===== src/rtl/fish_game_pkg.sv =====
// Shared types and constants for the fishing game: phase encoding, per-level geometry, reel decode.
// Score counting in the scheduler is optional and is enabled by defining FISH_SCORE_EN.
package fish_game_pkg;

  typedef enum logic [1:0] {
    PH_WAIT   = 2'd0,
    PH_SWIM   = 2'd1,
    PH_HOOKED = 2'd2,
    PH_WIN    = 2'd3
  } phase_t;

  localparam logic [9:0] X_SPAWN     = 10'd798;
  localparam logic [9:0] X_EXIT      = 10'd144;
  localparam logic [9:0] SWIM_STEP   = 10'd2;
  localparam logic [9:0] SURFACE_Y   = 10'd106;
  localparam int         SPAWN_DELAY = 400;
  localparam logic [2:0] REEL_SLOW   = 3'd1;
  localparam logic [2:0] REEL_FAST   = 3'd4;
  localparam logic [3:0] REEL_IDLE_MAX  = 4'd8;
  localparam logic [3:0] REEL_SLOW_CODE = 4'd9;

  function automatic logic [9:0] level_y(input logic [1:0] lv);
    case (lv)
      2'd0:    level_y = 10'd470;
      2'd1:    level_y = 10'd380;
      2'd2:    level_y = 10'd290;
      default: level_y = 10'd200;
    endcase
  endfunction

  function automatic logic [9:0] catch_w(input logic [1:0] lv);
    case (lv)
      2'd0:    catch_w = 10'd15;
      2'd1:    catch_w = 10'd10;
      2'd2:    catch_w = 10'd5;
      default: catch_w = 10'd3;
    endcase
  endfunction

  function automatic logic [9:0] catch_h(input logic [1:0] lv);
    case (lv)
      2'd0:    catch_h = 10'd10;
      2'd1:    catch_h = 10'd8;
      2'd2:    catch_h = 10'd5;
      default: catch_h = 10'd3;
    endcase
  endfunction

  // Codes up to 8 leave the hook still, 9 creeps, anything above reels fast.
  function automatic logic [2:0] reel_decode(input logic [3:0] code);
    if (code > REEL_SLOW_CODE)      reel_decode = REEL_FAST;
    else if (code > REEL_IDLE_MAX)  reel_decode = REEL_SLOW;
    else                            reel_decode = 3'd0;
  endfunction

endpackage


===== src/rtl/fish_spawn_timer.sv =====
// Counts qualifying ticks before a fish appears; done pulses on the tick that completes the delay.
module fish_spawn_timer
  import fish_game_pkg::*;
(
  input  logic clk,
  input  logic rst,
  input  logic clr,
  input  logic en,
  output logic done
);

  localparam logic [8:0] LAST = 9'(SPAWN_DELAY - 1);

  logic [8:0] count;

  assign done = en && (count == LAST);

  always_ff @(posedge clk) begin
    if (!rst)      count <= '0;
    else if (clr)  count <= '0;
    else if (en)   count <= count + 9'd1;
  end

endmodule


===== src/rtl/fish_round_scheduler.sv =====
// Round sequencer for the fishing game: spawn delay, swim, catch, reel-up, level progression and WIN.
// Define FISH_SCORE_EN to build the saturating landed-catch counter; otherwise score reads zero.
module fish_round_scheduler
  import fish_game_pkg::*;
(
  input  logic       clk,
  input  logic       rst,
  input  logic       tick,
  input  logic       move,
  input  logic       hook_up,
  input  logic [9:0] rod_x,
  input  logic [9:0] hook_y,
  input  logic [8:0] reel,
  output logic [9:0] fish_x,
  output logic [9:0] fish_y,
  output logic       fish_vis,
  output logic [1:0] level,
  output logic [1:0] phase,
  output logic [2:0] reel_step,
  output logic       win,
  output logic [7:0] score
);

  phase_t     phase_q;
  logic       spawn_en, spawn_clr, spawn_done;
  logic [2:0] step;
  logic [9:0] y_next, dy;
  logic [10:0] x_hi;
  logic       hit_x, catch_hit, landing;
  logic       unused_reel_bits;

  assign unused_reel_bits = ^reel[4:0];
  assign phase = phase_q;

  assign spawn_en  = tick && move && (phase_q == PH_WAIT);
  assign spawn_clr = (phase_q != PH_WAIT) || spawn_done;

  fish_spawn_timer u_spawn (
    .clk  (clk),
    .rst  (rst),
    .clr  (spawn_clr),
    .en   (spawn_en),
    .done (spawn_done)
  );

  // Catch window checked at 11 bits so the right edge cannot wrap past 1023.
  assign x_hi      = {1'b0, fish_x} + {1'b0, catch_w(level)};
  assign hit_x     = ({1'b0, rod_x} >= {1'b0, fish_x}) && ({1'b0, rod_x} <= x_hi);
  assign dy        = (hook_y >= fish_y) ? (hook_y - fish_y) : (fish_y - hook_y);
  assign catch_hit = hook_up && hit_x && (dy <= catch_h(level));

  assign step    = reel_decode(reel[8:5]);
  assign y_next  = (fish_y >= {7'd0, step}) ? (fish_y - {7'd0, step}) : '0;
  assign landing = (y_next < SURFACE_Y);

  always_ff @(posedge clk) begin
    if (!rst) begin
      phase_q   <= PH_WAIT;
      level     <= 2'd0;
      fish_x    <= X_SPAWN;
      fish_y    <= level_y(2'd0);
      fish_vis  <= 1'b0;
      reel_step <= 3'd0;
      win       <= 1'b0;
    end else begin
      reel_step <= 3'd0;
      if (tick) begin
        unique case (phase_q)
          PH_WAIT: begin
            if (spawn_done) begin
              phase_q  <= PH_SWIM;
              fish_vis <= 1'b1;
              fish_x   <= X_SPAWN;
            end
          end
          PH_SWIM: begin
            if (catch_hit) begin
              phase_q <= PH_HOOKED;
              fish_x  <= fish_x - SWIM_STEP;
            end else if (fish_x < X_EXIT + SWIM_STEP) begin
              phase_q  <= PH_WAIT;
              fish_x   <= X_SPAWN;
              fish_vis <= 1'b0;
            end else begin
              fish_x <= fish_x - SWIM_STEP;
            end
          end
          PH_HOOKED: begin
            fish_x    <= rod_x;
            fish_y    <= y_next;
            reel_step <= step;
            if (landing) begin
              fish_vis <= 1'b0;
              if (level == 2'd3) begin
                phase_q <= PH_WIN;
                win     <= 1'b1;
              end else begin
                phase_q <= PH_WAIT;
                level   <= level + 2'd1;
                fish_y  <= level_y(level + 2'd1);
                fish_x  <= X_SPAWN;
              end
            end
          end
          PH_WIN: begin
            if (move) begin
              phase_q <= PH_WAIT;
              level   <= 2'd0;
              fish_y  <= level_y(2'd0);
              win     <= 1'b0;
            end
          end
        endcase
      end
    end
  end

`ifdef FISH_SCORE_EN
  logic [7:0] score_q;

  // Survives WIN restarts; only reset clears it.
  always_ff @(posedge clk) begin
    if (!rst)
      score_q <= '0;
    else if (tick && (phase_q == PH_HOOKED) && landing && (score_q != 8'hFF))
      score_q <= score_q + 8'd1;
  end

  assign score = score_q;
`else
  assign score = 8'd0;
`endif

endmodule


===== config.mk =====
export PLATFORM = sky130hd
export DESIGN_NAME = fish_round_scheduler
export DESIGN_NICKNAME = d
export VERILOG_FILES = /design/src/rtl/fish_game_pkg.sv /design/src/rtl/fish_spawn_timer.sv /design/src/rtl/fish_round_scheduler.sv
export SDC_FILE = /design/constraint.sdc
export NUM_CORES = 1
export LEC_CHECK = 0
export CORE_ASPECT_RATIO = 0.75
export CORE_MARGIN = 2
export CORE_UTILIZATION = 40
export CTS_CLUSTER_SIZE = 10
export DETAILED_ROUTE_END_ITERATION = 10
export PLACE_DENSITY = 0.65
export SETUP_SLACK_MARGIN = 0.3
export SYNTH_ARGS = -nofsm -noshare
export SYNTH_HDL_FRONTEND = slang
export SYNTH_SLANG_ARGS = --single-unit

===== constraint.sdc =====
create_clock -name clk -period 4.2 [get_ports clk]
set_input_delay 0.42 -clock clk [delete_from_list [all_inputs] [get_ports clk]]
set_output_delay 0.42 -clock clk [all_outputs]
set_load 0.1 [all_outputs]

==> run metrics <==
status finished, final reports clean; initial antenna violation count 0; Antenna Nets Post-Route 0; Core ar. 10370 um2; number of enable flip-flop cells after synthesis 0; Die W 123.8 um; Avg Synthesized Cell Area 7.672 um2; Final Max Tran Viols 0; H-tree levels 2; Die Span Y 93.84 um; worst clock skew 0.004459 ns; Total GRT Usage 22.95%; CP Launch Point fish_y[0]; largest family of logic cells by synthesized area compound AO/OA/AOI/OAI gates; Reg-to-Reg Start fish_y[0]; worst setup path category reg -> reg; drt initial violations 315; Tmin final 3.985 ns; commonest non-fill, non-tap cell in the layout buf_4; RSZ-0062 raised after global routing yes; Worst-Margin Slew 0.9813 ns; Slew HR 34.38%; Post-Synth XOR/XNOR Area 5.698%; Initial Util 41.51%; HP Class reg -> reg; Vias 4491; static leakage 2.510 nW; gate count after technology mapping 561; VDD IR max 0.1330 mV; # nets final 765; grt total ovfl 0; dpl hpwl 9.973 mm; clock latency on the worst-skew pair 0.28 ns; # DRC 0; most frequent cells in the layout buf_4, ha_1, clkdlybuf4s50_1; Port Buf Inserts 56; routability-driven placement congestion ratio 0.8667; via/cell ratio 5.593; adder-cell share of the synthesized area 19.42%; First-pass DRT Iterations 5; worst path required time 4.42 ns; setup slack after layout 0.2151 ns; DP Worst Slack -0.3938 ns; TritonCTS Sinks 37; Routed WL per cell 16.37 um; Yosys cell types 74; CTS tree done; antenna cell count 0; drt total wl 13.14 mm; Yosys top cell area share 18.02%; sequential cell area fraction in the yosys report 17.21%; clock slew at reported path FFs 0.06 ns; Crit. End Element flop; Fin. Hold Viols 0; area leader, netlist ha_1; maxcap violations 0; mapped cell area 4304 um2; layout cell share with drive strength beyond 1 22.34%; vias in the first global route 4297; Post-CTS Hold Buffers 0; largest net degree at the start of global routing 26; row count 32; Critical Path AT 4.21 ns; Compound-Gate Fraction of Synth Area 25.61%; HP Start fish_vis; Yosys reg bits 37; Main synth FF type dfxtp_1; mux share of post-synthesis cell area 2.151%; post-route cell area 5841 um2; yosys warns 0; final setup violating endpoints 0; Hold Slack 0.4658 ns; CTS root buf clkbuf_16; Max FO, Critical Path 6; setup_tns 0 ns; fin crit share 94.88%; Async S/R FF share, synth 0%; Synth area leaders ha_1, dfxtp_1, xnor2_1, inv_1, a21oi_1; P per Cell Area 163.0 nW/um2; P&R area growth vs syn 35.70%; Tot Pwr 0.9521 mW; startpoint type of the worst setup path flop; Max Clock Freq 0.2510 GHz; first-pass GRT wire length 21.23 mm; Top-Level Pins 71; Simple-Gate Fraction of Synth Area 21.54%; CTS Buf Count 5; Die ar. 11610 um2; clock buffer depth 2; dpl cell area 5233 um2
## timing repair
action,4_1_cts,5_1_grt
setup endpoints to repair,13,14
pin swaps,29,12
resized for setup,57,16
setup buffers,26,3
## where the power goes
group | internal [mW] | leakage (nW) | switching, mW
Combinational | 0.106 | 2.14 | 0.142
Sequential | 0.348 | 0.301 | 0.00111
Clock | 0.219 | 0.0679 | 0.136
Total | 0.673 | 2.51 | 0.279
## cell usage after synthesis (all sizes together) (3+ instances only)
cell     number
ha           62
inv          47
nand2        45
nor2         42
a21oi        37
dfxtp        37
o21ai        36
xnor2        22
buf          19
nand3        17
clkbuf       13
nand2b       13
nand4        12
nor3         12
nor2b        11
a21o         10
a211oi        7
mux2i         7
or2           6
xor2          6
a221oi        5
and3          5
nor4          5
o211ai        5
o21bai        5
o22ai         5
a2111oi       4
a21boi        4
and2          4
o211a         4
o21a          4
o31ai         4
a211o         3
a2bb2oi       3
fa            3
o2111ai       3
## area by class of cell
cell class | count | area (um2)
fillers | 928 | 4529
multi-input cells | 453 | 3510
repair buffers | 122 | 1066
flip-flops and latches | 37 | 775.7
inverters | 47 | 181.4
well taps | 136 | 170.2
clock buffers | 7 | 132.6
clock inverters | 1 | 5.005
## per-layer routing
metal	track usage [%]	share of wire (%)	vias up
met4	4.261	1.4	0
met1	34.09	49	2096
li1	-	-	2211
met2	34.29	42	164
met3	4.369	7.8	20
met5	0	0	-
## state kept, by name, indices dropped and copies added, names as in the netlist
register and flops:
level 2, fish_x 10, win 1, phase 2, u_spawn.count 9, fish_y 10, reel_step 2, fish_vis 1
## logic make-up after synthesis
group / count (synthesis)
and+or+nand+nor: 184
xor gates and xnor gates: 28
muxes: 9
adders and majority gates: 65
other: 1
AOI/OAI and AO/OA: 158
DFF: 37
buffers and inverters: 79
## through the flow
stage,std cells,util (%)
after floorplan,569,-
after global placement,766,50.46
after detailed placement,766,50.46
after CTS,800,55.35
after global routing,803,56.32
final,803,56.32
## critical path, cell delays in order (launching register included)
cell and delay, ns:
dfxtp_4 0.37, ha_4 0.14, inv_2 0.04, fa_2 0.38
a211oi_4 0.24, o21bai_2 0.10, a21oi_2 0.22, o21ai_4 0.12
mux2i_1 0.20, xor2_1 0.19, ha_1 0.29, a21oi_2 0.15
o21ai_2 0.08, a21oi_2 0.18, o2111a_1 0.22, a21bo_4 0.23
o41a_1 0.41, o31ai_1 0.26, a21o_1 0.11
## path summary, 6_finish.rpt
| path | end | slack, ns | depth (start not counted) |
|---|---|---|---|
| max reg2reg | fish_x[7] | 0.22 | 18 |
| min reg2reg | fish_vis | 0.47 | 2 |
| min | fish_vis | 0.47 | 2 |
| max | fish_x[7] | 0.22 | 18 |
Power figures use the tool's default switching activity.
